===== config.mk =====
export PLATFORM = sky130hd
export DESIGN_NAME = ym3438_host_writer
export DESIGN_NICKNAME = d
export VERILOG_FILES = /design/src/rtl/ym3438_host_pkg.sv /design/src/rtl/ym3438_host_timer.sv /design/src/rtl/ym3438_host_writer.sv
export SDC_FILE = /design/constraint.sdc
export NUM_CORES = 1
export LEC_CHECK = 0
export CORE_MARGIN = 1.5
export CORE_UTILIZATION = 52
export CTS_CLUSTER_SIZE = 30
export DETAILED_ROUTE_END_ITERATION = 8
export GPL_ROUTABILITY_DRIVEN = 0
export GPL_TIMING_DRIVEN = 0
export PLACE_DENSITY = 0.84
export SLEW_MARGIN = 0
export SYNTH_ARGS = -nofsm -noshare
export SYNTH_HDL_FRONTEND = slang
export SYNTH_SLANG_ARGS = --single-unit

===== constraint.sdc =====
create_clock -name MCLK -period 6.9 [get_ports MCLK]
set_clock_uncertainty 0.2 [all_clocks]
set_input_delay 1.725 -clock MCLK [delete_from_list [all_inputs] [get_ports MCLK]]
set_output_delay 1.725 -clock MCLK [all_outputs]
set_load 0.02 [all_outputs]

===== src/rtl/ym3438_host_pkg.sv =====
// Shared constants for the YM3438 host register writer: FSM encodings,
// bus address selects, status busy bit and the phase-timer width helper.
package ym3438_host_pkg;

    localparam int STATE_W = 4;

    localparam logic [STATE_W-1:0] ST_IDLE    = 4'd0;
    localparam logic [STATE_W-1:0] ST_A_SETUP = 4'd1;
    localparam logic [STATE_W-1:0] ST_A_PULSE = 4'd2;
    localparam logic [STATE_W-1:0] ST_A_HOLD  = 4'd3;
    localparam logic [STATE_W-1:0] ST_A_GAP   = 4'd4;
    localparam logic [STATE_W-1:0] ST_D_SETUP = 4'd5;
    localparam logic [STATE_W-1:0] ST_D_PULSE = 4'd6;
    localparam logic [STATE_W-1:0] ST_D_HOLD  = 4'd7;
    localparam logic [STATE_W-1:0] ST_WAIT    = 4'd8;
    localparam logic [STATE_W-1:0] ST_P_GAP   = 4'd9;
    localparam logic [STATE_W-1:0] ST_P_SETUP = 4'd10;
    localparam logic [STATE_W-1:0] ST_P_PULSE = 4'd11;
    localparam logic [STATE_W-1:0] ST_P_HOLD  = 4'd12;

    // A0 selects address (0) or data (1); status reads use A1:A0 = 00
    localparam logic       A0_ADDR  = 1'b0;
    localparam logic       A0_DATA  = 1'b1;
    localparam logic [1:0] A_STATUS = 2'b00;

    localparam int BUSY_BIT = 7;

    // Timer holds at most max(N)-1, so clog2 of the largest phase suffices
    function automatic int timer_width(input int a, input int b, input int c, input int d);
        int m;
        m = a;
        if (b > m) m = b;
        if (c > m) m = c;
        if (d > m) m = d;
        return (m > 1) ? $clog2(m) : 1;
    endfunction

endpackage


===== src/rtl/ym3438_host_timer.sv =====
// Loadable down-counter used to time each bus phase; zero flags phase end.
module ym3438_host_timer #(
    parameter int W = 4
) (
    input  logic         clk,
    input  logic         rst,
    input  logic         load,
    input  logic [W-1:0] load_val,
    output logic         zero
);

    logic [W-1:0] count_q;
    logic [W-1:0] count_d;

    always_comb begin
        count_d = count_q;
        if (load) begin
            count_d = load_val;
        end else if (count_q != '0) begin
            count_d = count_q - W'(1);
        end
    end

    always_ff @(posedge clk or posedge rst) begin
        if (rst) begin
            count_q <= '0;
        end else begin
            count_q <= count_d;
        end
    end

    assign zero = (count_q == '0);

endmodule


===== src/rtl/ym3438_host_writer.sv =====
// YM3438 CPU-bus register writer: address write, data write, then busy wait.
// Define YM3438_HOST_BUSY_POLL_EN to replace the fixed wait with status polling.
module ym3438_host_writer
    import ym3438_host_pkg::*;
#(
    parameter int SETUP_CYC     = 2,
    parameter int PULSE_CYC     = 4,
    parameter int HOLD_CYC      = 2,
    parameter int BUSY_WAIT_CYC = 32,
    parameter int POLL_MAX      = 16
) (
    input  logic       MCLK,
    input  logic       reset,
    input  logic       req_valid,
    output logic       req_ready,
    input  logic       req_port,
    input  logic [7:0] req_addr,
    input  logic [7:0] req_data,
    output logic       bus_cs_n,
    output logic       bus_wr_n,
    output logic       bus_rd_n,
    output logic [1:0] bus_a,
    output logic [7:0] bus_d_out,
    output logic       bus_d_oe,
    input  logic [7:0] bus_d_in,
    output logic       timeout
);

    localparam int TW = timer_width(SETUP_CYC, PULSE_CYC, HOLD_CYC, BUSY_WAIT_CYC);

    logic [STATE_W-1:0] state_q, state_d;
    logic               port_q, port_d;
    logic [7:0]         addr_q, addr_d;
    logic [7:0]         data_q, data_d;
    logic               cs_n_q, cs_n_d;
    logic               wr_n_q, wr_n_d;
    logic [1:0]         a_q, a_d;
    logic [7:0]         dout_q, dout_d;
    logic               oe_q, oe_d;
    logic               ready_q, ready_d;
    logic               timer_load;
    logic [TW-1:0]      timer_val;
    logic               timer_zero;

`ifdef YM3438_HOST_BUSY_POLL_EN
    localparam int PW = $clog2(POLL_MAX + 1);
    localparam logic [STATE_W-1:0] POST_STATE = ST_P_GAP;

    logic          rd_n_q, rd_n_d;
    logic          busy_q, busy_d;
    logic [PW-1:0] poll_q, poll_d, poll_inc;
    logic          timeout_q, timeout_d;
    logic          poll_done;
    logic          unused_d_in;

    assign unused_d_in = ^bus_d_in;

    // Busy bit is captured on the last strobe cycle and judged at end of P_HOLD
    always_comb begin
        poll_d    = poll_q;
        busy_d    = busy_q;
        timeout_d = 1'b0;
        poll_done = !busy_q;
        poll_inc  = poll_q + PW'(1);
        if (state_q == ST_IDLE && req_valid) begin
            poll_d = '0;
        end
        if (state_q == ST_P_PULSE && timer_zero) begin
            busy_d = bus_d_in[BUSY_BIT];
        end
        if (state_q == ST_P_HOLD && timer_zero && busy_q) begin
            poll_d = poll_inc;
            if (poll_inc == PW'(POLL_MAX)) begin
                poll_done = 1'b1;
                timeout_d = 1'b1;
            end
        end
    end

    assign rd_n_d = (state_d != ST_P_PULSE);

    always_ff @(posedge MCLK or posedge reset) begin
        if (reset) begin
            rd_n_q    <= 1'b1;
            busy_q    <= 1'b0;
            poll_q    <= '0;
            timeout_q <= 1'b0;
        end else begin
            rd_n_q    <= rd_n_d;
            busy_q    <= busy_d;
            poll_q    <= poll_d;
            timeout_q <= timeout_d;
        end
    end

    assign bus_rd_n = rd_n_q;
    assign timeout  = timeout_q;
`else
    localparam logic [STATE_W-1:0] POST_STATE = ST_WAIT;

    logic unused_d_in;

    assign unused_d_in = ^{bus_d_in, bus_d_in[BUSY_BIT], POLL_MAX != 0};
    assign bus_rd_n    = 1'b1;
    assign timeout     = 1'b0;
`endif

    always_comb begin
        state_d = state_q;
        port_d  = port_q;
        addr_d  = addr_q;
        data_d  = data_q;
        case (state_q)
            ST_IDLE: begin
                if (req_valid) begin
                    state_d = ST_A_SETUP;
                    port_d  = req_port;
                    addr_d  = req_addr;
                    data_d  = req_data;
                end
            end
            ST_A_SETUP: if (timer_zero) state_d = ST_A_PULSE;
            ST_A_PULSE: if (timer_zero) state_d = ST_A_HOLD;
            ST_A_HOLD:  if (timer_zero) state_d = ST_A_GAP;
            ST_A_GAP:   state_d = ST_D_SETUP;
            ST_D_SETUP: if (timer_zero) state_d = ST_D_PULSE;
            ST_D_PULSE: if (timer_zero) state_d = ST_D_HOLD;
            ST_D_HOLD:  if (timer_zero) state_d = POST_STATE;
`ifdef YM3438_HOST_BUSY_POLL_EN
            ST_P_GAP:   state_d = ST_P_SETUP;
            ST_P_SETUP: if (timer_zero) state_d = ST_P_PULSE;
            ST_P_PULSE: if (timer_zero) state_d = ST_P_HOLD;
            ST_P_HOLD:  if (timer_zero) state_d = poll_done ? ST_IDLE : ST_P_GAP;
            ST_WAIT:    state_d = ST_IDLE;
`else
            ST_WAIT:    if (timer_zero) state_d = ST_IDLE;
            ST_P_GAP, ST_P_SETUP, ST_P_PULSE, ST_P_HOLD: state_d = ST_IDLE;
`endif
            default:    state_d = ST_IDLE;
        endcase
    end

    // Timer is loaded with N-1 on every state change into a timed phase
    always_comb begin
        timer_load = (state_d != state_q);
        case (state_d)
            ST_A_SETUP, ST_D_SETUP, ST_P_SETUP: timer_val = TW'(SETUP_CYC - 1);
            ST_A_PULSE, ST_D_PULSE, ST_P_PULSE: timer_val = TW'(PULSE_CYC - 1);
            ST_A_HOLD,  ST_D_HOLD,  ST_P_HOLD:  timer_val = TW'(HOLD_CYC - 1);
            ST_WAIT:                            timer_val = TW'(BUSY_WAIT_CYC - 1);
            default:                            timer_val = '0;
        endcase
    end

    // Bus outputs are decoded from the next state so they change on entry
    always_comb begin
        cs_n_d  = 1'b1;
        wr_n_d  = 1'b1;
        a_d     = A_STATUS;
        dout_d  = '0;
        oe_d    = 1'b0;
        ready_d = 1'b0;
        case (state_d)
            ST_IDLE: ready_d = 1'b1;
            ST_A_SETUP, ST_A_PULSE, ST_A_HOLD: begin
                cs_n_d = 1'b0;
                oe_d   = 1'b1;
                a_d    = {port_d, A0_ADDR};
                dout_d = addr_d;
                wr_n_d = (state_d != ST_A_PULSE);
            end
            ST_D_SETUP, ST_D_PULSE, ST_D_HOLD: begin
                cs_n_d = 1'b0;
                oe_d   = 1'b1;
                a_d    = {port_d, A0_DATA};
                dout_d = data_d;
                wr_n_d = (state_d != ST_D_PULSE);
            end
            ST_P_SETUP, ST_P_PULSE, ST_P_HOLD: cs_n_d = 1'b0;
            default: ;
        endcase
    end

    always_ff @(posedge MCLK or posedge reset) begin
        if (reset) begin
            state_q <= ST_IDLE;
            port_q  <= 1'b0;
            addr_q  <= '0;
            data_q  <= '0;
            cs_n_q  <= 1'b1;
            wr_n_q  <= 1'b1;
            a_q     <= '0;
            dout_q  <= '0;
            oe_q    <= 1'b0;
            ready_q <= 1'b1;
        end else begin
            state_q <= state_d;
            port_q  <= port_d;
            addr_q  <= addr_d;
            data_q  <= data_d;
            cs_n_q  <= cs_n_d;
            wr_n_q  <= wr_n_d;
            a_q     <= a_d;
            dout_q  <= dout_d;
            oe_q    <= oe_d;
            ready_q <= ready_d;
        end
    end

    ym3438_host_timer #(.W(TW)) u_timer (
        .clk      (MCLK),
        .rst      (reset),
        .load     (timer_load),
        .load_val (timer_val),
        .zero     (timer_zero)
    );

    assign req_ready = ready_q;
    assign bus_cs_n  = cs_n_q;
    assign bus_wr_n  = wr_n_q;
    assign bus_a     = a_q;
    assign bus_d_out = dout_q;
    assign bus_d_oe  = oe_q;

endmodule

-- Word level (Yosys, flattened, before mapping)
Memories as Yosys holds them, arrays and structs flattened.
Index checks and enable logic that the tools add are counted.
- flip-flop bits (word level): 40
- memory bits (read-only): 80
- input bits: 28
- output and inout port bits: 16
- logic and storage cells: 65
- memories kept: 1
- add/subtract/negate cells: 1
- eq/ne operators: 20
- mux-type cells: 23
- reduce and logical (&&, ||, !) cells: 9
- memory list (memory ; words ; bits a word ; read ports ; clocked after Yosys merged registers in ; write ports ; line ; text):
    (no name shown) ; 16 ; 5 ; 1 ; 0 ; 0 ; ym3438_host_writer.sv:146 ; case (state_d)
- operator list (operator ; count):
    $pmux 4 s9 ; 1
    $mux 4 ; 8
    $mux 8 ; 4
    $eq 4x3->1 const B ; 7
    $eq 4x2->1 const B ; 4
    $eq 4x4->1 const B ; 4
    $pmux 8 s2 ; 1
    $mux 5 ; 2
    $reduce_or 9->1 ; 1
    $eq 4x1->1 const B ; 2
    $logic_not 4->1 ; 2
    $reduce_or 3->1 ; 2
    $reduce_or 6->1 ; 1
    $logic_not 5->1 ; 1
    $mux 1 ; 5
    $reduce_bool 5->1 ; 1
    $sub 5x1->5 const B ; 1
    $ne 4x2->1 const B ; 1
    $ne 4x3->1 const B ; 1
    $ne 4x4->1 ; 1
    $pmux 2 s2 ; 1
    $pmux 1 s2 ; 1
    $reduce_bool 2->1 ; 1

-- Longest topological paths before layout
- depth in word-level cells: 6
- gate-level depth with buffers: 12
- mapped depth without buffers: 11

-- Modules after synthesis
Synthesis repeated with hierarchy kept, for this count alone.
- cell total of the unflattened synthesis: 158
- area, all modules: 1810.5 um2
- by module, submodules not included (module ; times used ; cells each ; area each (um2) ; sequential area each (um2)):
    ym3438_host_writer ; 1 ; 130 ; 1527.7 ; 879.6
    ym3438_host_timer ; 1 ; 28 ; 282.8 ; 125.1

-- Worst setup path before layout
Ideal clock, no wire load.
- kind: input to register
- start point: input port req_valid
- end point: register dout_q[0], in the netlist bus_d_out[0]
- library setup time: 121 ps
- data arrival time: 3566 ps
- data required time: 6579 ps
- slack: 3013 ps
- stages on the path: 10
- buffers on the path: 1
- path through: nor3_1 a21oi_1 nor2_1 or3_1 ha_1 nor3_1 o21bai_1 o21ba_2 buf_1 a22o_2
- word-level cells in the longest chain between the ends: 5
- RTL lines (item ; line ; text):
    start: declaration ; ym3438_host_writer.sv:14 ; input logic req_valid,
    $mux 4 ; ym3438_host_writer.sv:115 ; if (req_valid) begin
    $pmux 4 s9 ; ym3438_host_writer.sv:113 ; case (state_q)
    $eq 4x3->1, or another cell as far along ; ym3438_host_writer.sv:163 ; case (state_d)
    $reduce_or 3->1 ; -- ;
    $pmux 8 s2 (*) ; ym3438_host_writer.sv:163 ;
    named net dout_d[0] ; ym3438_host_writer.sv:38 ; logic [7:0] dout_q, dout_d;
    end signal: assignment ; ym3438_host_writer.sv:204 ; dout_q <= dout_d;
    end: declaration ; ym3438_host_writer.sv:38 ;
Mark *: on every way through the listed nets, which the timed path passes. The rest lies on a longest branch.
A chain may end at the register's enable or synchronous reset.

-- Worst setup path after layout
Same ends and word-level chain as after synthesis.

==> run_results.csv <==
group,metric,value,unit
layout,final_net_count,214,
placement,dp.cells,219,
sta,report.final.setup_viol,0,
synthesis,synthesis.yosys.warnings,0,
route,routed_wire_length_per_instance,15.3,microns
die,initial_utilization,0.540,
clock_network,numCtsBuffers,5,
critical_path,setup.reg_to_reg.worst_slack,3070,ps
clock_network,count_of_clock_tree_sinks,40,
pwr,intPower,640,uW
pwr,leakagePower,0.972,nW
synthesis,syn-num-nets,174,
global_routing,initial_antenna_violation_count,0,
placement,place_hpwl,2470,microns
sta,drv_slew,0,
critical_path,setup_cp_type,"input pin to register",
route,routed-via-count,1214,
layout,instances_no_fill,227,
synthesis,sequential_cell_area_fraction_in_the_yosys_report,0.562,
placement,post-place-ws,2190,ps
pwr,power-per-cell-area,463,mW/mm^2
global_routing,grt_pass1_vias,1213,
global_routing,grt_util_all_layers,0.200,
placement,place.port_buffers,33,
clock_network,longest_clk_path_bufs,2,
clock_network,h_tree_depth_reported_by_cts,2,
clock_network,post_cts_sizing,0,
pwr,seqPwrFrac,0.378,
critical_path,timing.critical_path.from_type,"input pin",
critical_path,crit_path_cell_trace,"clkdlybuf4s50_1, nor3_1, a21oi_1, nor2_1, or3_1, ha_1, nor3_1, o21bai_1, o21ba_2, buf_1, a22o_2",
layout,fill_cells,255,
critical_path,count_of_cells_along_the_worst_register_to_register_path,12,
synthesis,synthesis.area,0.00179,sq mm
critical_path,worst_path_largest_cell_delay,480,ps
layout,syn_to_final_growth,24.9,%
sta,holdWs,310,ps
min_path,timing.hold.worst_endpoint,"port_q",
synthesis,syn_area_per_cell,12.8,sq um
pwr,combinationalPowerShare,0.506,
synthesis,synth.distinct_cells,36,
critical_path,r2r_end,"bus_d_out[0]",
synthesis,postSynth.asyncResetShare,1.00,
min_path,min-delay-start,"port_q",
clock_network,clkLatencyLatePin,360,ps
sta,timing.final.ws_setup,2570,ps
die,die-height,61.6,microns
critical_path,crit_required,6970,ps
pwr,total_power,1.03,mW
clock_network,cts_tree,"yes",
route,drt_wl_total,3470,microns
sta,setup_total_negative_slack,0,ps
route,number_of_vias_per_cell_after_detailed_routing,5.35,
route,detailedRoute.firstPassIterationCount,4,
synthesis,synth.top_cell.area_share,0.518,
critical_path,largest_fanout_on_the_critical_path,8,
die,core-area,0.00331,sq mm
layout,layout-drive-gt1-share,0.243,
layout,design_area,0.00223,sq mm
route,remaining_drc_errors,0,
critical_path,cp-end-kind,"register",
pwr,power.net_switching,394,uW
sta,timing.final.hold_violations,0,
layout,final_core_utilization,0.674,
pwr,worst_ir_drop_vdd,0.246,mV
synthesis,ys_flop_type,"dfrtp_1",
placement,dpl-instance-area,0.00217,sq mm
route,antenna_violating_nets_post_route,0,
layout,num_antenna_cells,0,
critical_path,cp_num_buf_inv,2,
global_routing,grt_start_max_net_pins,41,
flow_run,cap_viol_max_count,0,
clock_network,clk_root_buffer_cell,"clkbuf_4",
sta,final.period_utilization,0.627,
critical_path,critPathMostFrequentCell,"nor3_1",
route,number_of_drc_markers_in_iteration_0,46,
synthesis,synth_area_leaders,"dfrtp_1 52%, mux2_2 12%, dfstp_2 4.4%, ha_1 4.2%, a22o_2 2.2%",
critical_path,worst-endpoint-arrival,4400,ps
pwr,clkPwrFrac,0.116,
synthesis,synth_edf_count,0,
pwr,power.switching_fraction,0.381,
critical_path,slowest_stage,"nor3_1",
critical_path,critPathTopFamily,"simple AND/OR/NAND/NOR gates",
clock_network,clkSlewWorstSetupHoldPaths,120,ps
global_routing,grt_first_pass_wirelength,5310,microns
sta,max_freq,231,MHz
synthesis,postSynthCellCount,140,
min_path,timing.hold.worst_path_depth,1,
clock_network,postCtsSetupRepairBufs,0,
die,ioPinCount,44,
sta,worst-slew-pin-transition,808,ps
synthesis,synth_top_cell_by_area,"dfrtp_1",
min_path,hold_class,"register to register",
synthesis,yosys_register_bits,40,
status,outcome,"completed",
sta,tmin_final,4330,ps
die,floorplan.rows,21,
die,die-width,61.6,microns
sta,maxSlewHeadroom,0.461,
die,fp.dieArea,0.00380,sq mm
global_routing,gr-total-overflow,0,
clock_network,number_of_hold_buffers_added_after_cts,0,
sta,grt_setup_unrepaired,"false",
critical_path,worst_r2r_startpoint,"u_timer.count_q[0]",
[layer usage]
layer,part of all wire,up-vias,track usage
met1,0.41,595,0.235
met3,0.045,11,0.0588
met5,0,-,0
met2,0.51,37,0.329
met4,0.029,0,0.109
li1,-,571,-
[worst max-delay path by stage]
| stage | cells past startpoint | startpoint | endpoint | slack, ps |
|---|---|---|---|---|
| 6_report | 11 | req_valid | bus_d_out[0] | 2570 |
| 5_1_grt | 11 | req_valid | bus_d_out[1] | 2420 |
| 4_1_cts | 11 | req_valid | bus_d_out[0] | 2570 |
| 3_5_place_dp | 11 | req_valid | bus_d_out[0] | 2190 |
| 3_3_place_gp | 11 | req_valid | bus_d_out[1] | 2240 |
| 2_1_floorplan | 10 | req_valid | bus_d_out[0] | 3010 |
[cells by family after synthesis]
logic type | after synthesis | synth area share
DFF | 40 | 0.562
AOI/OAI and AO/OA | 22 | 0.0973
muxes | 21 | 0.131
xor gates and xnor gates | 5 | 0.0245
buffers and inverters | 12 | 0.0301
other | 2 | 0.00420
adders and majority gates | 6 | 0.0420
and+or+nand+nor | 32 | 0.109
[power groups by stage]
stage	clock network [mW]	registers, mW	logic (mW)
detailed placement	0	0.396	0.522
CTS	0.121	0.391	0.526
finish	0.120	0.391	0.523
global route	0.130	0.401	0.570
global placement	0	0.388	0.495
floorplan	0	0.428	0.327
[worst register-to-register path, delay by kind of cell, from the launching register on]
kind	cells	cell delay, ps
flops	1	420
fa+ha+maj	2	370
simple gates	4	1700
buf+inv	2	300
xor+xnor	1	110
compound gates	3	650
[flip-flops by register name, summed over array words and instances (netlist names), 2 cells and up]
name             cells
state_q              4
addr_q               8
bus_a                2
u_timer.count_q      5
bus_d_out            8
data_q               8
[synthesized netlist by cell type (all sizes together) (2+ instances only)]
library cell	instances
nor3	5
a22o	8
dfstp	3
dfrtp	37
conb	2
a211oi	3
and2	2
ha	6
mux2	19
nand2	5
inv	5
mux2i	2
buf	4
xnor2	4
or3	3
o21ai	6
nor2	8
clkbuf	3
a21oi	2
or4b	3
[cell usage in the layout, fill, tap and decap left out, types with 5 or more instances in the layout]
cell type	n
ha_1	6
clkdlybuf4s50_1	33
nor2_1	8
clkbuf_4	5
nand2_1	5
o21ai_0	6
dfrtp_1	37
mux2_2	19
nor3_1	5
[final cells by class]
class                   instances  area [sq um]  share of cell area
clock buffers                   5          37.5              0.0168
well taps                      46          57.6              0.0258
multi-input cells              88           728               0.326
inverters                       5          18.8             0.00841
clock inverters                 3          18.8             0.00841
repair buffers                 33           330               0.148
flip-flops and latches         40          1000               0.450
plain buffers                   7          35.0              0.0157
No activity file was read; power rests on OpenSTA's default activity.
==> edit (config.mk and constraints unchanged) <==
Add a define of `YM3438_HOST_BUSY_POLL_EN`.
--- a/src/rtl/ym3438_host_writer.sv
+++ b/src/rtl/ym3438_host_writer.sv
@@ -1,5 +1,7 @@
 // YM3438 CPU-bus register writer: address write, data write, then busy wait.
 // Define YM3438_HOST_BUSY_POLL_EN to replace the fixed wait with status polling.
+`define YM3438_HOST_BUSY_POLL_EN
+
 module ym3438_host_writer
     import ym3438_host_pkg::*;
 #(
Formal check against the unedited RTL: same outputs for any inputs over 10 cycles, from zero or initial values and one cycle with reset high; that may be too few to reach the edited logic, so the function may still have changed.
==> edit against the unedited design <==
Global-route usage grew 1.6 points; sequential cell count grew 8; combinational power shrank 95%; power shrank 52%; routed wire length grew 29%; worst setup slack gained 130 ps; synthesized area grew 26%; cell area grew 26%; critical endpoint is now bus_d_out[4]; highest routed layer unchanged.
==> edit: results (changes against the unedited design) <==
| Metric | Value |
|---|---|
| Syn nets | `241 (was 174)` |
| Largest net degree at the start of global routing | `41 (unchanged)` |
| CP arrival | `4170 ps (was 4400 ps)` |
| Hold Path Class | `reg -> reg (unchanged)` |
| Seq/Total Area, Yosys | `53.41% (was 56.23%)` |
| Worst-Skew Late Latency | `300 ps (was 360 ps)` |
| Async set or reset register ratio after synthesis | `100.0% (unchanged)` |
| Ant diodes | `0 (unchanged)` |
| Clock Tree Root | `clkbuf_8 (was clkbuf_4)` |
| First-pass GRT wire length | `7403 um (was 5306 um)` |
| Worst-path clk slew | `100 ps (was 120 ps)` |
| Dpl hpwl | `3128 um (was 2469 um)` |
| Status | `finished clean (unchanged)` |
| Cell area after placement | `2701 um2 (was 2175 um2)` |
| Fraction of layout cells with a size suffix above 1 | `15.54% (was 24.31%)` |
| Num CTS Buffers | `5 (unchanged)` |
| Synth warn | `0 (unchanged)` |
| Critical Path Fanout Max | `10 (was 8)` |
| Postcts setup bufs | `0 (unchanged)` |
| GRT Util Overall | `21.65% (was 20.03%)` |
| Fin nets | `285 (was 214)` |
| Post-synth top cells | `44 x dfrtp_1, 27 x nand2_1, 18 x mux2_2 (was 37 x dfrtp_1, 19 x mux2_2, 8 x nor2_1)` |
| Slew margin rel. | `58.74% (was 46.05%)` |
| Buffers on Ports | `36 (was 33)` |
| Synth top area cells | `dfrtp_1 49%, mux2_2 9.0%, dfstp_2 4.7% (was dfrtp_1 52%, mux2_2 12%, dfstp_2 4.4%)` |
| Initial antenna violation count | `0 (unchanged)` |
| Vias in the first global route | `1,654 (was 1,213)` |
| Count of different cell masters after synthesis | `48 (was 36)` |
| Detailed Route WL | `4489 um (was 3467 um)` |
| Iteration count of the initial detailed-routing pass | `4 (unchanged)` |
| Drt first-iter violations | `112 (was 46)` |
| Routed vias/inst | `5.505 (was 5.348)` |
| Grt ovf | `0 (unchanged)` |
| Post-synth top flop | `dfrtp_1 (unchanged)` |
| Worst vdd ir | `0.0001117 V (was 0.0002462 V)` |
| CTS resizes | `0 (unchanged)` |
| Max clock buf depth | `2 (unchanged)` |
| Leakage power | `1.261 nW (was 0.9717 nW)` |
| H-tree depth | `2 (unchanged)` |
[edit: kinds of logic after synthesis]
kind of cell | Yosys count | synth area share (%)
AO/OA/AOI/OAI | 44 | 13.02
XOR/XNOR | 6 | 2.327
adder cells (fa/ha/maj) | 7 | 3.878
buffers and inverters | 21 | 3.878
flip-flops | 48 | 53.41
multiplexers | 19 | 9.418
AND/OR/NAND/NOR | 61 | 14.07
[edit: worst paths after layout]
check / startpoint / endpoint / slack (ps) / cells after the start
max: req_valid / bus_d_out[4] / 2700 / 9
min: addr_q[1] / addr_q[1] / 310 / 1
max reg2reg: u_timer.count_q[0] / bus_d_out[4] / 3200 / 11
min reg2reg: addr_q[1] / addr_q[1] / 310 / 1
max in group asynchronous: reset / bus_cs_n / 4530 / 3
min in group asynchronous: reset / bus_a[0] / 1440 / 2
[edit: metal layers]
metal / track usage [%] / routed length, um / share of wire (%) / vias up
met1: 27.96 / 1960 / 44 / 797
met3: 6.818 / 260 / 5.8 / 8
li1: - / - / - / 803
met4: 9.069 / 82 / 1.8 / 0
met5: 0 / 0 / 0 / -
met2: 33.77 / 2185 / 49 / 49
[edit: stage by stage]
step | hold slack (ps) | std cells | utilization, % | setup WS (ps) | total power [mW]
after floorplan | 266.3 | 206 | - | 3427 | 0.3039
after global placement | 279.3 | 292 | 65.62 | 2360 | 0.3176
after detailed placement | 286.0 | 293 | 66.11 | 2377 | 0.3204
after CTS | 309.1 | 301 | 68.55 | 2683 | 0.5040
after global routing | 325.3 | 301 | 68.55 | 2456 | 0.5153
final | 308.7 | 301 | 68.55 | 2699 | 0.4983
[edit: area by class of cell]
cell class              instances  area, um2
repair buffers                 37      380.4
plain buffers                  10      46.29
clock inverters                 2      17.52
well taps                      50      62.56
flip-flops and latches         48       1206
fillers                       308       1285
inverters                      11      41.29
clock buffers                   6      82.58
multi-input cells             137      964.7
[edit: worst max-delay path, cell delays in order]
cell	delay [ps]
clkdlybuf4s50_1	510
a2bb2oi_1	170
nor2_1	50
o22ai_1	430
inv_1	160
ha_1	270
o31ai_1	310
clkbuf_1	440
a21oi_1	90
[edit: report_power, final]
part	leakage [nW]	total, mW	switching, mW	internal, mW
clock network	0.0522	0.184	0.100	0.0840
registers	0.601	0.288	0.00156	0.286
logic	0.608	0.0263	0.0105	0.0158
